**src/rtl/game_pkg.sv**
```systemverilog
// Shared types and widths for the Digger game flow: screen codes seen by the
// pixel mux and screen generators, plus lives/gold counter widths.
package game_pkg;

    localparam int GOLD_W  = 8;
    localparam int LIVES_W = 3;

    typedef enum logic [2:0] {
        BLANK     = 3'd0,
        START     = 3'd1,
        PLAY      = 3'd2,
        WIN       = 3'd3,
        GAME_OVER = 3'd4,
        DEATH     = 3'd5
    } game_state_t;

    function automatic int max_int(input int a, input int b);
        return (a > b) ? a : b;
    endfunction

endpackage

```
**src/rtl/frame_timer.sv**
```systemverilog
// Counts video frames and flags the frame on which the programmed terminal
// count is reached; the count restarts from zero on that frame or on clear.
module frame_timer #(
    parameter int CNT_W = 8
) (
    input  logic             clk,
    input  logic             resetN,
    input  logic             clear,
    input  logic             startOfFrame,
    input  logic [CNT_W-1:0] terminal,
    output logic             done
);

    logic [CNT_W-1:0] count_reg;

    // done is combinational so the owner can leave its state on this very edge
    assign done = startOfFrame && (count_reg == terminal);

    always_ff @(posedge clk) begin
        if (!resetN) begin
            count_reg <= '0;
        end else if (clear || done) begin
            count_reg <= '0;
        end else if (startOfFrame) begin
            count_reg <= count_reg + 1'b1;
        end
    end

endmodule

```
**src/rtl/game_state_ctrl.sv**
```systemverilog
// Digger game flow controller: selects the screen, tracks lives and gold, and
// issues new_game / respawn pulses to the player, alien and gold controllers.
module game_state_ctrl
    import game_pkg::*;
#(
    parameter int LIVES_INIT   = 3,
    parameter int GOLD_TOTAL   = 8,
    parameter int DEATH_FRAMES = 60,
    parameter int END_FRAMES   = 180
) (
    input  logic               clk,
    input  logic               resetN,
    input  logic               startOfFrame,
    input  logic               start_key,
    input  logic               player_hit,
    input  logic               gold_collected,
    output logic [2:0]         game_state,
    output logic [LIVES_W-1:0] lives,
    output logic [GOLD_W-1:0]  gold_left,
    output logic               new_game,
    output logic               respawn
);

    localparam int CNT_W = $clog2(max_int(DEATH_FRAMES, END_FRAMES) + 1);

    game_state_t        state_reg, state_next;
    logic [LIVES_W-1:0] lives_reg, lives_next;
    logic [GOLD_W-1:0]  gold_reg, gold_next;
    logic               new_game_reg, new_game_next;
    logic               respawn_reg, respawn_next;
    logic               start_key_d_reg;
    logic               key_rise;

    logic               timer_clear;
    logic               timer_done;
    logic [CNT_W-1:0]   timer_terminal;

    assign key_rise = start_key && !start_key_d_reg;

    always_ff @(posedge clk) begin
        if (!resetN) begin
            state_reg       <= BLANK;
            lives_reg       <= LIVES_W'(LIVES_INIT);
            gold_reg        <= GOLD_W'(GOLD_TOTAL);
            new_game_reg    <= 1'b0;
            respawn_reg     <= 1'b0;
            start_key_d_reg <= 1'b0;
        end else begin
            state_reg       <= state_next;
            lives_reg       <= lives_next;
            gold_reg        <= gold_next;
            new_game_reg    <= new_game_next;
            respawn_reg     <= respawn_next;
            start_key_d_reg <= start_key;
        end
    end

    always_comb begin
        state_next    = state_reg;
        lives_next    = lives_reg;
        gold_next     = gold_reg;
        new_game_next = 1'b0;
        respawn_next  = 1'b0;
        case (state_reg)
            BLANK: begin
                if (startOfFrame) state_next = START;
            end
            START: begin
                if (key_rise) begin
                    state_next    = PLAY;
                    new_game_next = 1'b1;
                    lives_next    = LIVES_W'(LIVES_INIT);
                    gold_next     = GOLD_W'(GOLD_TOTAL);
                end
            end
            PLAY: begin
                // A hit wins over a same-cycle gold pulse: the death is shown, no win.
                if (player_hit) begin
                    if (lives_reg <= LIVES_W'(1)) begin
                        lives_next = '0;
                        state_next = GAME_OVER;
                    end else begin
                        lives_next = lives_reg - 1'b1;
                        state_next = DEATH;
                    end
                end else if (gold_collected) begin
                    if (gold_reg != '0) gold_next = gold_reg - 1'b1;
                    if (gold_reg == GOLD_W'(1)) state_next = WIN;
                end
            end
            DEATH: begin
                if (timer_done) begin
                    state_next   = PLAY;
                    respawn_next = 1'b1;
                end
            end
            WIN, GAME_OVER: begin
                if (key_rise || timer_done) state_next = START;
            end
            default: state_next = BLANK;
        endcase
    end

    // Any state change restarts the frame count, so each timed screen starts at zero.
    assign timer_clear    = (state_next != state_reg) ||
                            !(state_reg inside {DEATH, WIN, GAME_OVER});
    assign timer_terminal = (state_reg == DEATH) ? CNT_W'(DEATH_FRAMES - 1)
                                                 : CNT_W'(END_FRAMES - 1);

    frame_timer #(
        .CNT_W(CNT_W)
    ) u_frame_timer (
        .clk         (clk),
        .resetN      (resetN),
        .clear       (timer_clear),
        .startOfFrame(startOfFrame),
        .terminal    (timer_terminal),
        .done        (timer_done)
    );

    assign game_state = state_reg;
    assign lives      = lives_reg;
    assign gold_left  = gold_reg;
    assign new_game   = new_game_reg;
    assign respawn    = respawn_reg;

endmodule

```
**config.mk**
```make
export PLATFORM = sky130hd
export DESIGN_NAME = game_state_ctrl
export DESIGN_NICKNAME = d
export VERILOG_FILES = /design/src/rtl/game_pkg.sv /design/src/rtl/frame_timer.sv /design/src/rtl/game_state_ctrl.sv
export SDC_FILE = /design/constraint.sdc
export NUM_CORES = 1
export LEC_CHECK = 0
export BUFFER_PORTS_ARGS = -buffer_cell sky130_fd_sc_hd__buf_4
export CORE_ASPECT_RATIO = 0.7
export CORE_MARGIN = 8
export CORE_UTILIZATION = 39
export CTS_CLUSTER_DIAMETER = 40
export DETAILED_ROUTE_END_ITERATION = 8
export PLACE_DENSITY_LB_ADDON = 0.3
export REMOVE_ABC_BUFFERS = 1
export SLEW_MARGIN = 40
export SYNTH_ARGS = -nofsm -noshare
export SYNTH_HDL_FRONTEND = slang
export SYNTH_HIERARCHICAL = 1
export SYNTH_SLANG_ARGS = --single-unit
export TNS_END_PERCENT = 30
```
**constraint.sdc**
```tcl
create_clock -name clk -period 6.87 [get_ports clk]
set_clock_uncertainty 0.05 [all_clocks]
set_input_delay 0.3435 -clock clk [delete_from_list [all_inputs] [get_ports clk]]
set_output_delay 0.3435 -clock clk [all_outputs]
set_load 0.005 [all_outputs]
```
==> reports/summary.txt, run 1 <==
hold_buf cts -> 0
placed instance area -> 1600 um^2
Max-Cap Viols -> 0
Synth Instances -> 161
Die W -> 87.2 um
CTS Buf Count -> 3
unrepaired setup endpoints after global routing -> no
most common cell after layout, fill and taps aside -> dfxtp_1
mean post-synth cell area -> 8.60 um^2
first-pass GRT wire length -> 5.02 mm
Worst slew margin -> 49.8%
antenna cell count -> 0
final worst setup slack -> 3.90 ns
DR DRC count -> 0
CP max stage cell -> nor3_1
final HPWL from detailed placement -> 2.30 mm
root buffer cell -> clkbuf_8
Synth Register Bits -> 25
Leak -> 0.629 nW
Clock Latency Late Sink -> 0.27 ns
Area Growth Syn to Fin -> 19.0%
die footprint -> 5740 um^2
# resized after CTS -> 0
Congestion Overflow GR -> 0
num rows -> 18
WL final -> 2.89 mm
Initial Util -> 39.9%
Critical Path AT -> 3.08 ns
CORE AREA -> 3470 um^2
Synth Flop Type -> dfxtp_1
Hold Crit Class -> input port to register
Tightest Pin Transition -> 0.748 ns
most frequent cells in the layout -> 25 x dfxtp_1, 21 x buf_4, 19 x nor2_1
Max Fclk -> 0.336 GHz
initial antenna violation count -> 0
largest net degree at the start of global routing -> 14
CP max stage delay -> 0.62 ns
period utilization -> 43.3%
CTS Buffer Depth -> 2
IR drop worst, VDD -> 122 uV
share of layout cells above drive strength 1 -> 17.1%
Distinct cells, synth -> 44
Post-synth EDFFs -> 0
crit-path cells -> inv_1, or3_1, inv_2, xnor2_1, nand4_1, nor3_1, nand2_1, a21oi_1, nor2_1, a2111oi_1
Total GRT Usage -> 10.7%
DR WL/cell -> 12.2 um
Die Ht -> 65.9 um
IO buf count -> 21
min Tclk post-route -> 2.97 ns
status -> completed
sequential area share after synthesis -> 36.1%
Ports -> 22
# clock sinks -> 25
pwr/cell area -> 165 nW/um^2
via count -> 1174
H-tree lvl count -> 1
Nets -> 200
crit path kind -> register to register
Syn. warnings -> 6
Design Area, Final -> 1650 um^2
Critical Path Source Type -> register
Fin. Hold Viols -> 0
Mapped Area -> 1390 um^2
final antenna-violating net count -> 0
Worst-path clk slew -> 0.09 ns
GPL Wtd Cong -> 0.866
Worst Path Required -> 6.97 ns
drt pass-1 iters -> 4
routed vias/inst -> 4.95
pins over their slew limit -> 0
setup tns final -> 0 ns
# setup viols final -> 0
fraction of registers with async set/reset -> 0%
vias in the first global route -> 1166
CP Max Fanout -> 11
CTS tree -> done
crit end category -> register
post-CTS setup buffers -> 0
dpl ws -> 3.97 ns
final core occ -> 47.5%
1st-iter DRT viols -> 51
[stage by stage]
stage	hold WS [ns]	std cells	power, mW
detailed placement	0.459	233	0.188
global route	0.260	237	0.286
global placement	0.435	233	0.187
floorplan	0.373	162	0.175
CTS	0.255	237	0.274
finish	0.249	237	0.272
[layout make-up]
cell class	instances	area (um^2)
Fill cell	342	1820
Sequential cell	25	500
Clock buffer	4	45.0
Inverter	8	30.0
Timing Repair Buffer	21	158
Tap cell	50	62.6
Multi-Input combinational cell	129	852
[worst max-delay path, delay by kind of cell (launching register included)]
family | cells | cell delay [ns]
XOR/XNOR | 1 | 0.11
AO/OA/AOI/OAI | 2 | 0.54
AND/OR/NAND/NOR | 5 | 1.35
buffers and inverters | 2 | 0.24
flip-flops | 1 | 0.57
[synthesized netlist by cell type (3+ instances only)]
cell type	n	area [um^2]
nor2_1	19	71.3
o21ai_0	5	25.0
and2_1	3	18.8
inv_1	6	22.5
nor3_1	5	25.0
a21oi_1	9	45.0
xor2_1	4	35.0
xnor2_1	13	114
or3_1	3	18.8
ha_1	6	75.1
dfxtp_1	25	500
nand4_1	5	31.3
nand2_1	11	41.3
or4_1	4	30.0
nor2b_1	3	18.8
o21ai_1	3	15.0
[report_power, final]
group,total (mW),switching [mW],internal (mW)
registers,0.153,0.00527,0.148
logic,0.0316,0.0168,0.0149
clock network,0.0870,0.0455,0.0414
total,0.272,0.0676,0.204
[worst paths after layout]
path                      start  cells past startpoint              end  slack [ns]
setup / recovery  game_state[0]                     10    game_state[1]        3.90
hold / removal        start_key                      2  start_key_d_reg        0.25
setup reg to reg  game_state[0]                     10    game_state[1]        3.90
hold reg to reg        lives[2]                      2         lives[2]        0.47
[logic make-up (layout without fill, tap and decap cells)]
family	count (synthesis)	in the layout	synth area share (%)
buffers and inverters	11	33	3.43
other	2	6	0.542
XOR/XNOR	17	17	10.7
multiplexers	1	1	0.723
adder cells (fa/ha/maj)	6	6	5.42
AND/OR/NAND/NOR	64	64	24.7
flip-flops	25	25	36.1
AO/OA/AOI/OAI	35	35	18.3
[layer usage]
metal	vias up	wire (um)	global-route usage [%]
li1	614	-	-
met1	536	1420	12.6
met2	20	1260	17.9
met3	4	177	4.09
met4	0	35	2.99
met5	-	0	0
(Power assumes the default switching activity.)
==> run 2: changes to the inputs <==
==> constraint.sdc (replaced) <==
create_clock -name clk -period 2.6 [get_ports clk]
set_clock_uncertainty 0.05 [all_clocks]
set_input_delay 0.13 -clock clk [delete_from_list [all_inputs] [get_ports clk]]
set_output_delay 0.13 -clock clk [all_outputs]
set_load 0.005 [all_outputs]
==> run 2 against run 1 <==
Wire length is 3.0% higher; sequential share of layout area is 0.41 points lower; non-clock buffer count is 3 higher; count of clock-buffer cells in the layout stayed put; fmax is 22% higher; highest routed layer unchanged; critical endpoint unchanged; register-to-register slack worse by 3.7 ns; largest power group unchanged; flip-flop and latch count stayed put.
==> reports/summary.txt, run 2 (synthesized netlist as in run 1, its figures left out) <==
1st-iter DRT viols -> 60
root buffer cell -> clkbuf_8
first-pass GRT wire length -> 4.91 mm
Ports -> 22
Initial Util -> 39.9%
crit path kind -> register to register
share of layout cells above drive strength 1 -> 18.4%
initial antenna violation count -> 0
Multi-input gate area -> 852 um^2
Hold WS -> 0.0400 ns
unrepaired setup endpoints after global routing -> no
drt pass-1 iters -> 4
crit end category -> register
Max Fclk -> 0.409 GHz
Power Internal -> 542 uW
period utilization -> 94.0%
CTS Buf Count -> 3
setup tns final -> 0 ns
WL final -> 2.98 mm
IO buf count -> 21
Worst Path Required -> 2.69 ns
final antenna-violating net count -> 0
Sw Ratio -> 24.9%
CTS Buffer Depth -> 2
GPL Wtd Cong -> 0.841
CTS tree -> done
sequential power share -> 55.1%
Total Power -> 722 uW
Area Growth Syn to Fin -> 20.6%
NetSw -> 180 uW
Fin. Hold Viols -> 0
routed vias/inst -> 5.04
post-CTS setup buffers -> 0
most common cell after layout, fill and taps aside -> dfxtp_1
Clock Latency Late Sink -> 0.27 ns
# resized after CTS -> 0
# setup viols final -> 0
# fillers -> 357
Worst-path clk slew -> 0.09 ns
status -> completed
most frequent cells in the layout -> 25 x dfxtp_1, 24 x buf_4, 19 x nor2_1
Comb power frac -> 13.1%
die footprint -> 5740 um^2
min Tclk post-route -> 2.44 ns
hold_buf cts -> 0
Tightest Pin Transition -> 0.798 ns
Critical Path Source Type -> register
FF/Latch Area -> 500 um^2
pins over their slew limit -> 0
Worst slew margin -> 46.1%
final HPWL from detailed placement -> 2.34 mm
DR DRC count -> 0
vias in the first global route -> 1067
Hold Crit Class -> input port to register
Clock Power Share -> 31.8%
H-tree lvl count -> 1
IR drop worst, VDD -> 303 uV
antenna cell count -> 0
CORE AREA -> 3470 um^2
Die W -> 87.2 um
largest net degree at the start of global routing -> 14
via count -> 1209
Total GRT Usage -> 10.8%
DR WL/cell -> 12.4 um
Critical Path AT -> 2.54 ns
Congestion Overflow GR -> 0
CP Max Fanout -> 10
Nets -> 203
Die Ht -> 65.9 um
# clock sinks -> 25
num rows -> 18
Leak -> 0.645 nW
pwr/cell area -> 432 nW/um^2
Max-Cap Viols -> 0
[run 2: routing by layer]
metal	part of all wire (%)	global-route usage, %	up-vias
met5	0	0	-
li1	-	-	616
met1	47	12.7	553
met3	7.6	4.34	4
met4	1.3	4.69	0
met2	44	17.0	36
[run 2: worst max-delay path, cell delays in order, from the launching register on]
cell,delay [ns]
dfxtp_1,0.41
or3_1,0.45
inv_2,0.10
xnor2_1,0.11
nand4_1,0.19
nor3_1,0.28
nand2_1,0.10
a21oi_1,0.15
nor2_1,0.06
a2111oi_1,0.42
[run 2: final cells by class]
type | instances | share of cell area (%)
multi-input cells | 129 | 51.0
flip-flops and latches | 25 | 30.0
repair buffers | 24 | 10.8
well taps | 50 | 3.75
clock buffers | 4 | 2.70
inverters | 8 | 1.80
[run 2: power by group through the flow]
stage          Sequential [mW]  Clock, mW  Combinational [mW]
6_report                 0.398      0.230              0.0946
5_1_grt                  0.399      0.260               0.104
4_1_cts                  0.397      0.241              0.0941
3_5_place_dp             0.406          0              0.0936
3_3_place_gp             0.406          0              0.0925
2_1_floorplan            0.411          0              0.0523
[run 2: final timing paths]
path,start,end,slack [ns],cells after the start
worst max-delay path,game_state[1],game_state[1],0.16,9
worst min-delay path,start_key,start_key_d_reg,0.04,2
worst max register to register,game_state[1],game_state[1],0.16,9
worst min register to register,gold_left[5],gold_left[5],0.45,2
[run 2: metrics by stage]
| step | cell area, um^2 | std cells | util [%] | setup WS [ns] |
|---|---|---|---|---|
| after global placement | 1630 | 236 | 46.9 | 0.450 |
| after floorplan | 1380 | 162 | - | 0.0716 |
| final | 1670 | 240 | 48.2 | 0.156 |
| after detailed placement | 1630 | 236 | 46.9 | 0.223 |
| after CTS | 1670 | 240 | 48.2 | 0.201 |
| after global routing | 1670 | 240 | 48.2 | 0.0567 |
